===== src/rtl/issue_scheduler.sv =====
// issue_scheduler: dual-issue ID->REG sequencing controller.
// Decides dual / single / stall per cycle, tracks long-latency destinations
// in a scoreboard and holds off issue for a fixed gap after privileged ops.
// Optional performance counters: define ISSUE_PERF_CNT_EN.
module issue_scheduler #(
  parameter int unsigned NREG     = 32,
  parameter int unsigned PRIV_GAP = 2,
  parameter int unsigned CNT_W    = 32
) (
  input  logic       clk,
  input  logic       rstn,
  input  logic       flush,
  input  logic       in_valid,
  input  logic [1:0] in_mask,
  output logic       in_allowin,
  input  logic [4:0] rd0,
  input  logic [4:0] rj0,
  input  logic [4:0] rk0,
  input  logic [4:0] rd1,
  input  logic [4:0] rj1,
  input  logic [4:0] rk1,
  input  logic       we0,
  input  logic       we1,
  input  logic       is_alu0,
  input  logic       is_alu1,
  input  logic       is_long0,
  input  logic       is_long1,
  input  logic       is_priv0,
  input  logic       is_priv1,
  input  logic       out_allowin,
  output logic [1:0] issue_valid,
  output logic       issue_swap,
  input  logic [1:0] wb_valid,
  input  logic [4:0] wb_rd0,
  input  logic [4:0] wb_rd1,
  output logic       busy
`ifdef ISSUE_PERF_CNT_EN
  ,
  output logic [CNT_W-1:0] dual_cnt,
  output logic [CNT_W-1:0] single_cnt,
  output logic [CNT_W-1:0] stall_cnt
`endif
);

  localparam int unsigned REG_W = 5;
  localparam int unsigned GAP_W = 4;

  typedef enum logic [1:0] {PAIR, SECOND, GAP} state_e;

  state_e            state_q, state_d;
  logic [NREG-1:0]   sb_q, sb_d;
  logic [GAP_W-1:0]  cnt_q, cnt_d;
  logic              pend_q, pend_d;
  logic [NREG-1:0]   set_v, clr_v;
  logic              hz0, hz1, dual_ok, second_c;

  function automatic logic [NREG-1:0] onehot(input logic [REG_W-1:0] r);
    return NREG'(1) << r;
  endfunction

  // Scoreboard bit to set when a long op writing a real register issues.
  function automatic logic [NREG-1:0] lset(input logic lng, input logic we,
                                           input logic [REG_W-1:0] rd);
    return (lng && we && (rd != '0)) ? onehot(rd) : '0;
  endfunction

  function automatic logic hz(input logic [REG_W-1:0] rj, input logic [REG_W-1:0] rk,
                              input logic [NREG-1:0] sb);
    return ((rj != '0) && sb[rj]) || ((rk != '0) && sb[rk]);
  endfunction

  assign hz0 = hz(rj0, rk0, sb_q);
  assign hz1 = hz(rj1, rk1, sb_q);

  // Both halves can leave together only as independent simple ALU ops.
  assign dual_ok = (in_mask == 2'b11) && is_alu0 && is_alu1 && !is_priv0 && !is_priv1 && !hz1
                && !(we0 && (rd0 != '0) && ((rd0 == rj1) || (rd0 == rk1)))
                && !(we0 && we1 && (rd0 == rd1));

  // Slot0 carries inst1: the pending half of a split pair, or a pair whose inst0 is already gone.
  assign second_c = (state_q == SECOND) || ((state_q == PAIR) && (in_mask == 2'b10));

  assign busy = (state_q != PAIR);

  // Issue decision, next state, scoreboard update; flush overrides everything.
  always_comb begin
    state_d     = state_q;
    sb_d        = sb_q;
    cnt_d       = cnt_q;
    pend_d      = pend_q;
    set_v       = '0;
    clr_v       = '0;
    issue_valid = 2'b00;
    issue_swap  = 1'b0;
    in_allowin  = 1'b0;

    if (wb_valid[0]) clr_v = clr_v | onehot(wb_rd0);
    if (wb_valid[1]) clr_v = clr_v | onehot(wb_rd1);

    if (in_valid && second_c) begin
      issue_swap = 1'b1;
      if (!hz1) begin
        issue_valid = 2'b01;
        if (out_allowin) begin
          in_allowin = 1'b1;
          set_v      = lset(is_long1, we1, rd1);
          pend_d     = 1'b0;
          if (is_priv1) begin
            state_d = GAP;
            cnt_d   = GAP_W'(PRIV_GAP);
          end else begin
            state_d = PAIR;
          end
        end
      end
    end else begin
      case (state_q)
        PAIR: begin
          if (in_valid) begin
            if (in_mask[0]) begin
              if (!hz0) begin
                if (dual_ok) begin
                  issue_valid = 2'b11;
                  in_allowin  = out_allowin;
                  if (out_allowin) set_v = lset(is_long0, we0, rd0) | lset(is_long1, we1, rd1);
                end else begin
                  issue_valid = 2'b01;
                  in_allowin  = out_allowin && !in_mask[1];
                  if (out_allowin) begin
                    set_v = lset(is_long0, we0, rd0);
                    if (is_priv0) begin
                      state_d = GAP;
                      cnt_d   = GAP_W'(PRIV_GAP);
                      pend_d  = in_mask[1];
                    end else if (in_mask[1]) begin
                      state_d = SECOND;
                    end
                  end
                end
              end
            end else begin
              in_allowin = out_allowin;
            end
          end
        end
        SECOND: ;
        GAP: begin
          if (cnt_q <= GAP_W'(1)) begin
            state_d = pend_q ? SECOND : PAIR;
            cnt_d   = '0;
            pend_d  = 1'b0;
          end else begin
            cnt_d = cnt_q - GAP_W'(1);
          end
        end
        default: state_d = PAIR;
      endcase
    end

    sb_d = (sb_q & ~clr_v) | set_v;

    if (flush) begin
      state_d     = PAIR;
      cnt_d       = '0;
      pend_d      = 1'b0;
      sb_d        = '0;
      issue_valid = 2'b00;
      issue_swap  = 1'b0;
      in_allowin  = 1'b0;
    end

    if (!rstn) begin
      issue_valid = 2'b00;
      issue_swap  = 1'b0;
      in_allowin  = 1'b0;
    end
  end

  // Controller state registers.
  always_ff @(posedge clk or negedge rstn) begin
    if (!rstn) begin
      state_q <= PAIR;
      sb_q    <= '0;
      cnt_q   <= '0;
      pend_q  <= 1'b0;
    end else begin
      state_q <= state_d;
      sb_q    <= sb_d;
      cnt_q   <= cnt_d;
      pend_q  <= pend_d;
    end
  end

`ifdef ISSUE_PERF_CNT_EN
  logic [CNT_W-1:0] dual_cnt_q, dual_cnt_d;
  logic [CNT_W-1:0] single_cnt_q, single_cnt_d;
  logic [CNT_W-1:0] stall_cnt_q, stall_cnt_d;

  // Event counters; free-running and untouched by flush.
  always_comb begin
    dual_cnt_d   = dual_cnt_q;
    single_cnt_d = single_cnt_q;
    stall_cnt_d  = stall_cnt_q;
    if ((issue_valid == 2'b11) && out_allowin) dual_cnt_d = dual_cnt_q + CNT_W'(1);
    if ((issue_valid == 2'b01) && out_allowin) single_cnt_d = single_cnt_q + CNT_W'(1);
    if (in_valid && (issue_valid == 2'b00) && (state_q != GAP)) stall_cnt_d = stall_cnt_q + CNT_W'(1);
  end

  // Counter registers.
  always_ff @(posedge clk or negedge rstn) begin
    if (!rstn) begin
      dual_cnt_q   <= '0;
      single_cnt_q <= '0;
      stall_cnt_q  <= '0;
    end else begin
      dual_cnt_q   <= dual_cnt_d;
      single_cnt_q <= single_cnt_d;
      stall_cnt_q  <= stall_cnt_d;
    end
  end

  assign dual_cnt   = dual_cnt_q;
  assign single_cnt = single_cnt_q;
  assign stall_cnt  = stall_cnt_q;
`endif

endmodule


===== config.mk =====
export PLATFORM = sky130hd
export DESIGN_NAME = issue_scheduler
export DESIGN_NICKNAME = d
export VERILOG_FILES = /design/src/rtl/issue_scheduler.sv
export SDC_FILE = /design/constraint.sdc
export NUM_CORES = 1
export LEC_CHECK = 0
export CAP_MARGIN = 0
export CORE_UTILIZATION = 40
export CTS_CLUSTER_SIZE = 12
export DETAILED_ROUTE_END_ITERATION = 8
export HOLD_SLACK_MARGIN = 0.05
export PLACE_DENSITY = 0.58
export SLEW_MARGIN = 20
export SYNTH_ARGS = -nofsm -noshare
export SYNTH_HDL_FRONTEND = slang
export SYNTH_SLANG_ARGS = --single-unit

===== constraint.sdc =====
create_clock -name clk -period 10.9 [get_ports clk]
set_input_delay 3.27 -clock clk [delete_from_list [all_inputs] [get_ports clk]]
set_output_delay 3.27 -clock clk [all_outputs]
set_load 0.01 [all_outputs]

* After elaboration in Yosys (flattened, before gate mapping)
Cells that the tools add are included.
Widths: inputs -> output; s select.
** Storage, ports and cells
- Register bits :: 39
- Bits of input ports :: 57
** Cells by class
- $add $sub $neg :: 1
- $lt $le $gt $ge :: 5
- Eq/ne operators :: 19
- Shifts and indexed selects :: 4
- Mux-type cells :: 85
- Bitwise operators :: 5
- Reductions and logical operators :: 44
** Operators with widths (number)
- $mux 32 :: 15
- $shl 1x5->32 const A :: 4
- $or 32x32->32 :: 3
- $mux 4 :: 12
- $mux 2 :: 21
- $and 32x32->32 :: 1
- $not 32->32 :: 1
- $mux 1 :: 30
- $reduce_and 10->1 :: 3
- $reduce_bool 5->1 :: 6
- $lt 5x6->1 const B :: 4
- $logic_and 1x1->1 :: 22
- $bmux 1 s5 :: 4
- $ne 4x3->1 const B :: 5
- $eq 5x5->1 :: 3
- $ne 3x3->1 const B :: 3
- $pmux 4 s2 :: 1
- $eq 2x2->1 const B :: 3
- $logic_not 1->1 :: 6
- $pmux 2 s3 :: 1
- $ne 5x4->1 const B :: 1
- $ne 5x5->1 const B :: 1
- $le 4x1->1 const B :: 1
- $logic_or 1x1->1 :: 4
- other kinds (8) :: 8

* Depth between registers and ports, before layout
- Depth in word-level cells :: 16
- Depth in mapped cells :: 11
- Mapped depth without buffers :: 8

* Worst setup path after synthesis
OpenSTA, ideal clock, no wires.
- Path kind :: input port to output port
- Start point :: in rk0[0]
- End point :: out in_allowin
- Arrival :: 5327 ps
- Required time :: 7630 ps
- Setup slack :: 2303 ps
- Cell stages on the path :: 9
- Cell sequence :: buf_2 > mux4_2 > mux2i_1 > nor3b_1 > nor4_1 > nand2_1 > a22oi_1 > a31oi_1 > nor3b_1
** On the way
- Word-level cells in the longest chain between the ends :: 11
** RTL lines
- from (decl) :: RTL line 18 : input logic [4:0] rk0,
- $bmux 1 s5 :: RTL line 69 : return ((rj != '0) && sb[rj]) || ((rk != '0) && sb[rk]);
- $mux 1 (implied by the code) :: RTL line 69
- $logic_and 1x1->1 (*) :: RTL line 69
- $logic_or 1x1->1 (*) :: RTL line 69
- $mux 1 (*) :: RTL line 121 : if (!hz0) begin
- $mux 1 (*) :: RTL line 120 : if (in_mask[0]) begin
- $mux 1 (*) :: RTL line 119 : if (in_valid) begin
- $mux 1 (*) :: RTL line 117 : case (state_q)
- $mux 1 (*) :: RTL line 100 : if (in_valid && second_c) begin
- $mux 1 (*) :: RTL line 162 : if (flush) begin
- $mux 1 (*) :: RTL line 172 : if (!rstn) begin
- to (decl) :: RTL line 15 : output logic in_allowin,
Mark *: on every way between the ends. The rest lies on a longest branch, timed or not. The select of a mux whose other input is x is not followed.

* Worst setup path in the final report
Same ends and word-level chain as after synthesis.

==> metrics <==
# fillers 1044; Clock Latency Late Sink 0.30 ns; setup ws final 0.873 ns; critical-path maximum fanout 10; CP Capture Type output pin; MaxCap Viol Count 0; Avg Cell Area, Syn 8.39 um2; commonest cells in the netlist 70 x nor2_1, 61 x a22oi_1, 39 x dfrtp_1; R2R Path End sb_q[7]; initial antenna violation count 0; Synth area leader dfrtp_1; clk buf depth 2; Post-DRT Antenna Nets 0; worst hold path endpoint pend_q; clock-pin slew on the worst setup and hold paths 0.08 ns; Die X 107 um; Worst Clk Skew 0.00816 ns; Cell Area, Placed 0.00496 mm2; Initial Util 41.8%; startpoint types primary input; CTS tree built; Sw Ratio 36.0%; post-layout min period 10.03 ns; FMAX 99.7 MHz; Layout area overhead 16.0%; first-pass GRT wire length 25300 um; share of the synthesized area in the top cell type 22.3%; Clock power frac 26.1%; R2R Setup Slk 7.37 ns; Sw Pwr 156 uW; vias in the first global route 4417; DP HPWL 12100 um; vias 4709; Hold Path Stages 1; distinct cell type count after synthesis 56; power density cells 85.6 mW/mm2; CTS resizes 0; DRC Markers 0; Final Hold Fails 0; Arrival @ worst endpoint 6.76 ns; internal power 278 uW; First DRT Iteration DRCs 608; GRT Overall Usage 29.0%; die height 107 um; Max rail drop VDD 0.0641 mV; Post-synth EDFFs 0; Crit Reg-Reg Startpoint sb_q[11]; HP Start pend_q; min-delay worst type register to register; ys async rst share 100%; status finished clean; sequential area share after synthesis 22.3%; clock net sink count 39; Seq pwr share 37.6%; post-route clock period utilization 92.0%; Slew Limit Fails 0; Ports 62; total wire length 16200 um; total core area 0.0105 mm2; Final TNS setup 0 ns; Post-Syn Area 0.00437 mm2; Top FF cell, synth dfrtp_1; Net Count, Synth 580; diode count 0; DIE AREA 0.0113 mm2; Worst-Margin Slew 1.08 ns; Leak 1.79 nW; Req. time, crit path 7.63 ns; R2R depth 8; #FFs+latches synth 39; H-tree depth 2; top cells by area, synth dfrtp_1 22%, a22oi_1 10%, mux4_2 7.7%; slew margin rel. 27.4%; post-route design area 0.00507 mm2; nets 609; gpl congestion 0.974; PortBufs 61; DR vias/cell 6.85; worst hold slack 0.531 ns; post-cts hold buffer count 0; num rows 37; largest net degree at the start of global routing 43; total congestion overflow 0; Layout Utilization 48.5%; Detailed Routing Iterations Pass 1 5; pre-CTS WS 0.820 ns; synthesis warning total 0; cells after synthesis 521; most frequent cell after synthesis nor2_1; routed len/inst 23.6 um; Comb power frac 36.4%; setup bufs post-CTS 0; RSZ-0062 raised after global routing no; Setup Viol. Count Final 0; layout cells sized above 1 7.80%; critical path class primary input to output pin; cts bufs inserted 5; Root Driver clkbuf_8
flip-flops by register name, indices dropped and copies added (netlist names):
signal and count:
sb_q 32, pend_q 1, cnt_q 4, state_q 2
cells by family (layout without fill, tap and decap cells):
logic type	count (synthesis)	after routing	synth area share, %
and+or+nand+nor	223	223	26.9
AOI/OAI and AO/OA	149	149	23.1
buffers and inverters	47	77	5.01
muxes	45	45	18.9
DFF	39	39	22.3
xor gates and xnor gates	16	16	3.21
adders and majority gates	2	2	0.572
routing by layer:
| metal | vias up | global-route usage, % | part of all wire [%] |
|---|---|---|---|
| li1 | 2085 | - | - |
| met1 | 2269 | 41.0 | 42 |
| met2 | 329 | 46.1 | 45 |
| met3 | 26 | 4.48 | 11 |
| met4 | 0 | 7.83 | 1.8 |
| met5 | - | 0 | 0 |
worst max-delay path, cell delays in order:
cell,delay [ns]
clkdlybuf4s50_1,0.72
mux4_2,0.55
mux2i_1,0.15
nor3b_1,0.07
nor4_1,0.59
nand2_1,0.28
a22oi_1,0.24
a31oi_1,0.10
nor3b_1,0.21
clkdlybuf4s50_1,0.57
area by class of cell:
type / instances / area (um2) / area share (%)
Sequential cell: 39 / 976 / 19.2
Inverter: 7 / 26.3 / 0.518
Clock buffer: 8 / 100 / 1.97
Tap cell: 136 / 170 / 3.36
Multi-Input combinational cell: 435 / 3180 / 62.8
Timing Repair Buffer: 62 / 613 / 12.1
placed cells by master (no fill, tap or decap), types with 11 or more instances in the layout:
master / n
a21oi_1: 30
a22oi_1: 61
clkdlybuf4s50_1: 60
dfrtp_1: 39
mux2i_1: 13
mux4_1: 11
mux4_2: 15
nand2_1: 25
nand2b_1: 21
nand3_1: 14
nor2_1: 70
nor3_1: 20
o22ai_1: 29
xnor2_1: 16
worst max-delay path by stage:
stage | startpoint | to | slack [ns] | cells after the start
final | rk0[0] | in_allowin | 0.87 | 10
after global routing | rk0[0] | in_allowin | 0.60 | 10
after detailed placement | rk0[0] | in_allowin | 0.82 | 10
after global placement | rk0[0] | in_allowin | 0.85 | 10
after CTS | rk0[0] | in_allowin | 0.82 | 10
after floorplan | rk0[0] | in_allowin | 2.30 | 9
power groups by stage:
stage / logic (mW) / clock network (mW) / registers [mW]
after floorplan: 0.100 / 0 / 0.162
after global placement: 0.153 / 0 / 0.165
after detailed placement: 0.155 / 0 / 0.165
after CTS: 0.156 / 0.112 / 0.163
after global routing: 0.172 / 0.118 / 0.164
final: 0.158 / 0.113 / 0.163
stage by stage:
step           power, mW  instances
2_1_floorplan      0.263        521
4_1_cts            0.430        687
3_3_place_gp       0.318        679
3_5_place_dp       0.321        679
5_1_grt            0.455        687
6_report           0.434        687
(Power assumes the default switching activity.)
